**config.mk**
```make
export PLATFORM = sky130hd
export DESIGN_NAME = dac_stream_feeder
export DESIGN_NICKNAME = d
export VERILOG_FILES = /design/src/rtl/dac_stream_feeder.sv
export SDC_FILE = /design/constraint.sdc
export NUM_CORES = 1
export LEC_CHECK = 0
export CAP_MARGIN = 0
export CORE_UTILIZATION = 54
export CTS_CLUSTER_DIAMETER = 200
export CTS_CLUSTER_SIZE = 12
export DETAILED_ROUTE_END_ITERATION = 10
export GPL_TIMING_DRIVEN = 0
export PLACE_DENSITY_LB_ADDON = 0.08
export SETUP_SLACK_MARGIN = 0.1
export SLEW_MARGIN = 20
export SYNTH_ARGS = -nofsm -noshare
export SYNTH_HDL_FRONTEND = slang
export SYNTH_SLANG_ARGS = --single-unit
```
**constraint.sdc**
```tcl
create_clock -name i_clk -period 3.4 [get_ports i_clk]
set_clock_uncertainty 0.05 [all_clocks]
set_input_delay 0.68 -clock i_clk [delete_from_list [all_inputs] [get_ports i_clk]]
set_output_delay 0.68 -clock i_clk [all_outputs]
set_load 0.05 [all_outputs]
```
**src/rtl/dac_stream_feeder.sv**
```systemverilog
`default_nettype none
// ============================================================================
// Module   : dac_stream_feeder
// Brief    : AXIS setpoint FIFO paced to the DAC tick, offset-binary -> 2's comp
// Revision : 1.0
// ============================================================================
module dac_stream_feeder #(
    parameter int FIFO_DEPTH = 16,
    parameter int LVL_W      = 5
) (
    input  logic             i_clk,
    input  logic             i_rst,
    input  logic [31:0]      dac_s_axis_tdata,
    input  logic             dac_s_axis_tvalid,
    output logic             dac_s_axis_tready,
    input  logic             i_dac_tick,
    input  logic             i_dac_busy,
    output logic [23:0]      o_dac_data,
    output logic             o_dac_valid,
    output logic [LVL_W-1:0] o_fifo_level,
    output logic             o_underrun,
    output logic             o_tick_miss,
    input  logic             i_clr_flags
);

    localparam int AW = $clog2(FIFO_DEPTH);

    typedef enum logic [1:0] {
        S_IDLE = 2'd0,
        S_POP  = 2'd1,
        S_WAIT = 2'd2,
        S_SEND = 2'd3
    } state_t;

    state_t           r_state;
    logic [23:0]      r_mem [FIFO_DEPTH];
    logic [AW-1:0]    r_wr_ptr;
    logic [AW-1:0]    r_rd_ptr;
    logic [LVL_W-1:0] r_level;
    logic [23:0]      r_dac_data;
    logic             r_underrun;
    logic             r_tick_miss;

    logic             w_push;
    logic             w_pop;
    logic             w_empty;
    logic             w_set_underrun;
    logic             w_set_tick_miss;
    logic [23:0]      w_head;
    logic             w_unused_tdata_hi;

    assign w_unused_tdata_hi = ^dac_s_axis_tdata[31:24];

    assign dac_s_axis_tready = (r_level != LVL_W'(FIFO_DEPTH));
    assign w_empty           = (r_level == '0);
    assign w_push            = dac_s_axis_tvalid & dac_s_axis_tready;
    // Emptiness comes from the registered level, so a same-cycle push cannot feed a pop.
    assign w_pop             = (r_state == S_POP) & ~w_empty;
    assign w_head            = r_mem[r_rd_ptr];
    assign w_set_underrun    = (r_state == S_POP) & w_empty;
    assign w_set_tick_miss   = i_dac_tick & (r_state != S_IDLE);

    always_ff @(posedge i_clk) begin
        if (w_push) begin
            r_mem[r_wr_ptr] <= dac_s_axis_tdata[23:0];
        end
    end

    always_ff @(posedge i_clk or negedge i_rst) begin
        if (!i_rst) begin
            r_wr_ptr <= '0;
            r_rd_ptr <= '0;
            r_level  <= '0;
        end else begin
            if (w_push) begin
                r_wr_ptr <= r_wr_ptr + AW'(1);
            end
            if (w_pop) begin
                r_rd_ptr <= r_rd_ptr + AW'(1);
            end
            if (w_push && !w_pop) begin
                r_level <= r_level + LVL_W'(1);
            end else if (w_pop && !w_push) begin
                r_level <= r_level - LVL_W'(1);
            end
        end
    end

    always_ff @(posedge i_clk or negedge i_rst) begin
        if (!i_rst) begin
            r_state    <= S_IDLE;
            r_dac_data <= '0;
        end else begin
            case (r_state)
                S_IDLE: begin
                    if (i_dac_tick) begin
                        r_state <= S_POP;
                    end
                end
                S_POP: begin
                    if (w_pop) begin
                        r_dac_data <= {~w_head[23], w_head[22:0]};
                    end
                    r_state <= S_WAIT;
                end
                S_WAIT: begin
                    if (!i_dac_busy) begin
                        r_state <= S_SEND;
                    end
                end
                S_SEND: begin
                    r_state <= S_IDLE;
                end
                default: begin
                    r_state <= S_IDLE;
                end
            endcase
        end
    end

    // Sticky flags: a set in the same cycle as a clear takes priority.
    always_ff @(posedge i_clk or negedge i_rst) begin
        if (!i_rst) begin
            r_underrun  <= 1'b0;
            r_tick_miss <= 1'b0;
        end else begin
            if (w_set_underrun) begin
                r_underrun <= 1'b1;
            end else if (i_clr_flags) begin
                r_underrun <= 1'b0;
            end
            if (w_set_tick_miss) begin
                r_tick_miss <= 1'b1;
            end else if (i_clr_flags) begin
                r_tick_miss <= 1'b0;
            end
        end
    end

    assign o_dac_data   = r_dac_data;
    assign o_dac_valid  = (r_state == S_SEND);
    assign o_fifo_level = r_level;
    assign o_underrun   = r_underrun;
    assign o_tick_miss  = r_tick_miss;

endmodule
`default_nettype wire

```
==> impl_metrics.yaml <==
outcome:
  status: "finished clean"
route:
  drc: 0
  vias: 8021
  drtIter0Drc: 853
  drtPass1Iterations: 5
  ant_nets: 0
  viasPerCell: 6.16
  drt-total-wl_um: 35300
  wire_per_inst_um: 27.1
clocking:
  cts_setup_buffers: 0
  cts_max_path_buffers: 3
  cts_root_buf: "clkbuf_16"
  clock_latency_ns: 0.52
  tritoncts: "built"
  clock-sinks: 425
  numCtsBuffers: 41
  cts_max_level: 2
  path_clk_slew_ns: 0.06
sta:
  fin_crit_ns: 3.04
  fin_crit_sh_pct: 89.5
  hold_viol: 0
  slew_violations: 0
  worst_pin_slew_ns: 1.13
  rsz0062_at_grt: "false"
  setup_viol: 0
  fmax_ghz: 0.329
  setup_tns_ns: 0
  hold_ws_ns: 0.144
  max_slew_margin_pct: 24.4
layout:
  final_layout_size_suffix_gt1_share_pct: 29.7
  syn_to_final_growth_pct: 17.6
  layout_commonest_cell: "edfxtp_1"
  final_util_pct: 65.0
  nets: 934
  num_antenna_cells: 0
  fill_cells: 1931
  final_cell_mix: "384 x edfxtp_1, 96 x mux4_2, 61 x clkdlybuf4s50_1"
synthesis:
  ys_warn_count: 0
  syn_area_um2: 16500
  syn_avg_cell_area_um2: 21.8
  synth_edf_count: 384
  synth_seq_cells: 425
  async_flop_share_pct: 9.65
  ys_seq_area_share_pct: 76.1
  syn_nets: 808
  postSynthCellCount: 756
  synthDistinctLibCells: 37
  synth_flop_cell: "edfxtp_1"
pwr:
  power.total_w: 0.0170
  power.density_nw_per_um2: 874
  max-vdd-ir-drop_mv: 0.460
  p_leak_nw: 6.25
critical_path:
  cp_data_required_time_ns: 3.79
  crit_type: "reg2reg"
  regToRegSetupSlack_ns: 0.36
  timing.rr.end: "o_fifo_level[4]"
  worst-path-max-fanout: 18
  worstReg2RegStart: "o_fifo_level[1]"
  cp_data_arrival_time_ns: 3.43
  reg2reg_depth: 11
  end_kind: "flop"
  worstSetupStartpointType: "flop"
  worstSetupStartpoint: "o_fifo_level[1]"
  crit_end: "o_fifo_level[4]"
floorplan:
  rows: 63
  die_x_um: 177
  ios: 71
  die_area_um2: 31300
  initial_utilization_pct: 55.3
  die_y_um: 177
  coreArea_um2: 29900
placed_design:
  dpl.hpwl_um: 23100
  portBuffers: 62
  gp_congestion: 0.781
run:
  maxCapViolCount: 0
global_routing:
  grt_pass1_wl_um: 52700
  grt-ovfl-total: 0
  first_global_vias: 8290
  grt_usage_pct: 23.8
  grt_max_degree: 42
  antenna_found_initial: 0
min_path:
  hold_class: "in2async"
==> synthesized netlist by cell type, types with 4 or more instances <==
| cell type | n | area, um^2 |
|---|---|---|
| a21oi_2 | 20 | 175 |
| mux4_2 | 96 | 2160 |
| nand2_1 | 13 | 48.8 |
| edfxtp_1 | 384 | 11500 |
| buf_2 | 11 | 55.1 |
| buf_4 | 9 | 67.6 |
| nor2_1 | 16 | 60.1 |
| mux2_2 | 24 | 270 |
| o22ai_1 | 27 | 169 |
| dfrtp_1 | 41 | 1030 |
| a21oi_1 | 7 | 35.0 |
| ha_1 | 13 | 163 |
| clkbuf_1 | 15 | 56.3 |
| xnor2_1 | 7 | 61.3 |
| nor3_1 | 4 | 20.0 |
| inv_1 | 12 | 45.0 |
| o22ai_2 | 20 | 250 |
| o21ai_0 | 6 | 30.0 |
==> power breakdown <==
| group | total (W) | internal, W | switching [W] | leakage [nW] |
|---|---|---|---|---|
| clock | 0.00414 | 0.00235 | 0.00178 | 0.572 |
| sequential | 0.00671 | 0.00642 | 0.000290 | 3.93 |
| combinational | 0.00613 | 0.00261 | 0.00352 | 1.74 |
==> per-stage QoR <==
step           setup WS, ns  cell area, um^2  instances
2_1_floorplan        0.0592            16500        756
5_1_grt               0.201            19400       1302
4_1_cts               0.350            19400       1302
3_5_place_dp         0.0922            18200       1230
3_3_place_gp          -1.38            17600       1208
6_report              0.356            19400       1302
==> worst max-delay path: stages, from the launching register on <==
cell and delay, ns:
dfrtp_1 0.44, or4_4 0.56, o21a_1 0.19, buf_6 0.19, inv_1 0.08, ha_1 0.20
inv_1 0.11, ha_1 0.33, a21o_1 0.20, a21oi_1 0.18, mux2i_1 0.26, xnor2_1 0.15
==> cell type report <==
class | count | area [um^2] | share of cell area [%]
Buffer | 42 | 259 | 1.33
Clock buffer | 71 | 1180 | 6.08
Clock inverter | 2 | 17.5 | 0.0902
Inverter | 12 | 45.0 | 0.232
Multi-Input combinational cell | 276 | 3780 | 19.5
Sequential cell | 425 | 12600 | 64.7
Tap cell | 390 | 488 | 2.51
Timing Repair Buffer | 84 | 1090 | 5.61
==> worst min path at each step <==
stage | from | end | slack, ns
after floorplan | i_rst | o_dac_data[0] | 0.33
after global placement | o_tick_miss | o_tick_miss | 0.47
after detailed placement | o_dac_data[23] | o_dac_data[23] | 0.47
after CTS | i_rst | o_fifo_level[1] | 0.16
after global routing | i_rst | o_fifo_level[0] | 0.18
final | i_rst | o_fifo_level[1] | 0.14
==> flip-flops by register name, summed over array words and instances (netlist names) <==
signal        cells
r_mem           384
o_underrun        1
o_fifo_level      5
r_wr_ptr          4
r_state           2
o_dac_data       24
o_tick_miss       1
r_rd_ptr          4
==> timing repair <==
| action | CTS | global route |
|---|---|---|
| endpoints found under the hold margin | 0 | 0 |
| hold buffers | 0 | 0 |
| setup endpoints to repair | 1 | 0 |
| gates resized for setup | 0 | 0 |
==> cells by family after synthesis <==
kind of cell / after synthesis / share of synthesized area, %
multiplexers: 122 / 14.9
adder cells (fa/ha/maj): 14 / 1.11
AND/OR/NAND/NOR: 44 / 1.31
XOR/XNOR: 10 / 0.531
buffers and inverters: 55 / 1.87
flip-flops: 425 / 76.1
AO/OA/AOI/OAI: 86 / 4.27
==> routing by layer <==
layer  part of all wire [%]  track usage, %  wire, um
met4                    2.1            5.60       725
met5                      0               0         0
met3                    6.6            3.61      2330
met2                     49            38.7     17200
met1                     43            34.5     15100
Power figures use the tool's default switching activity.
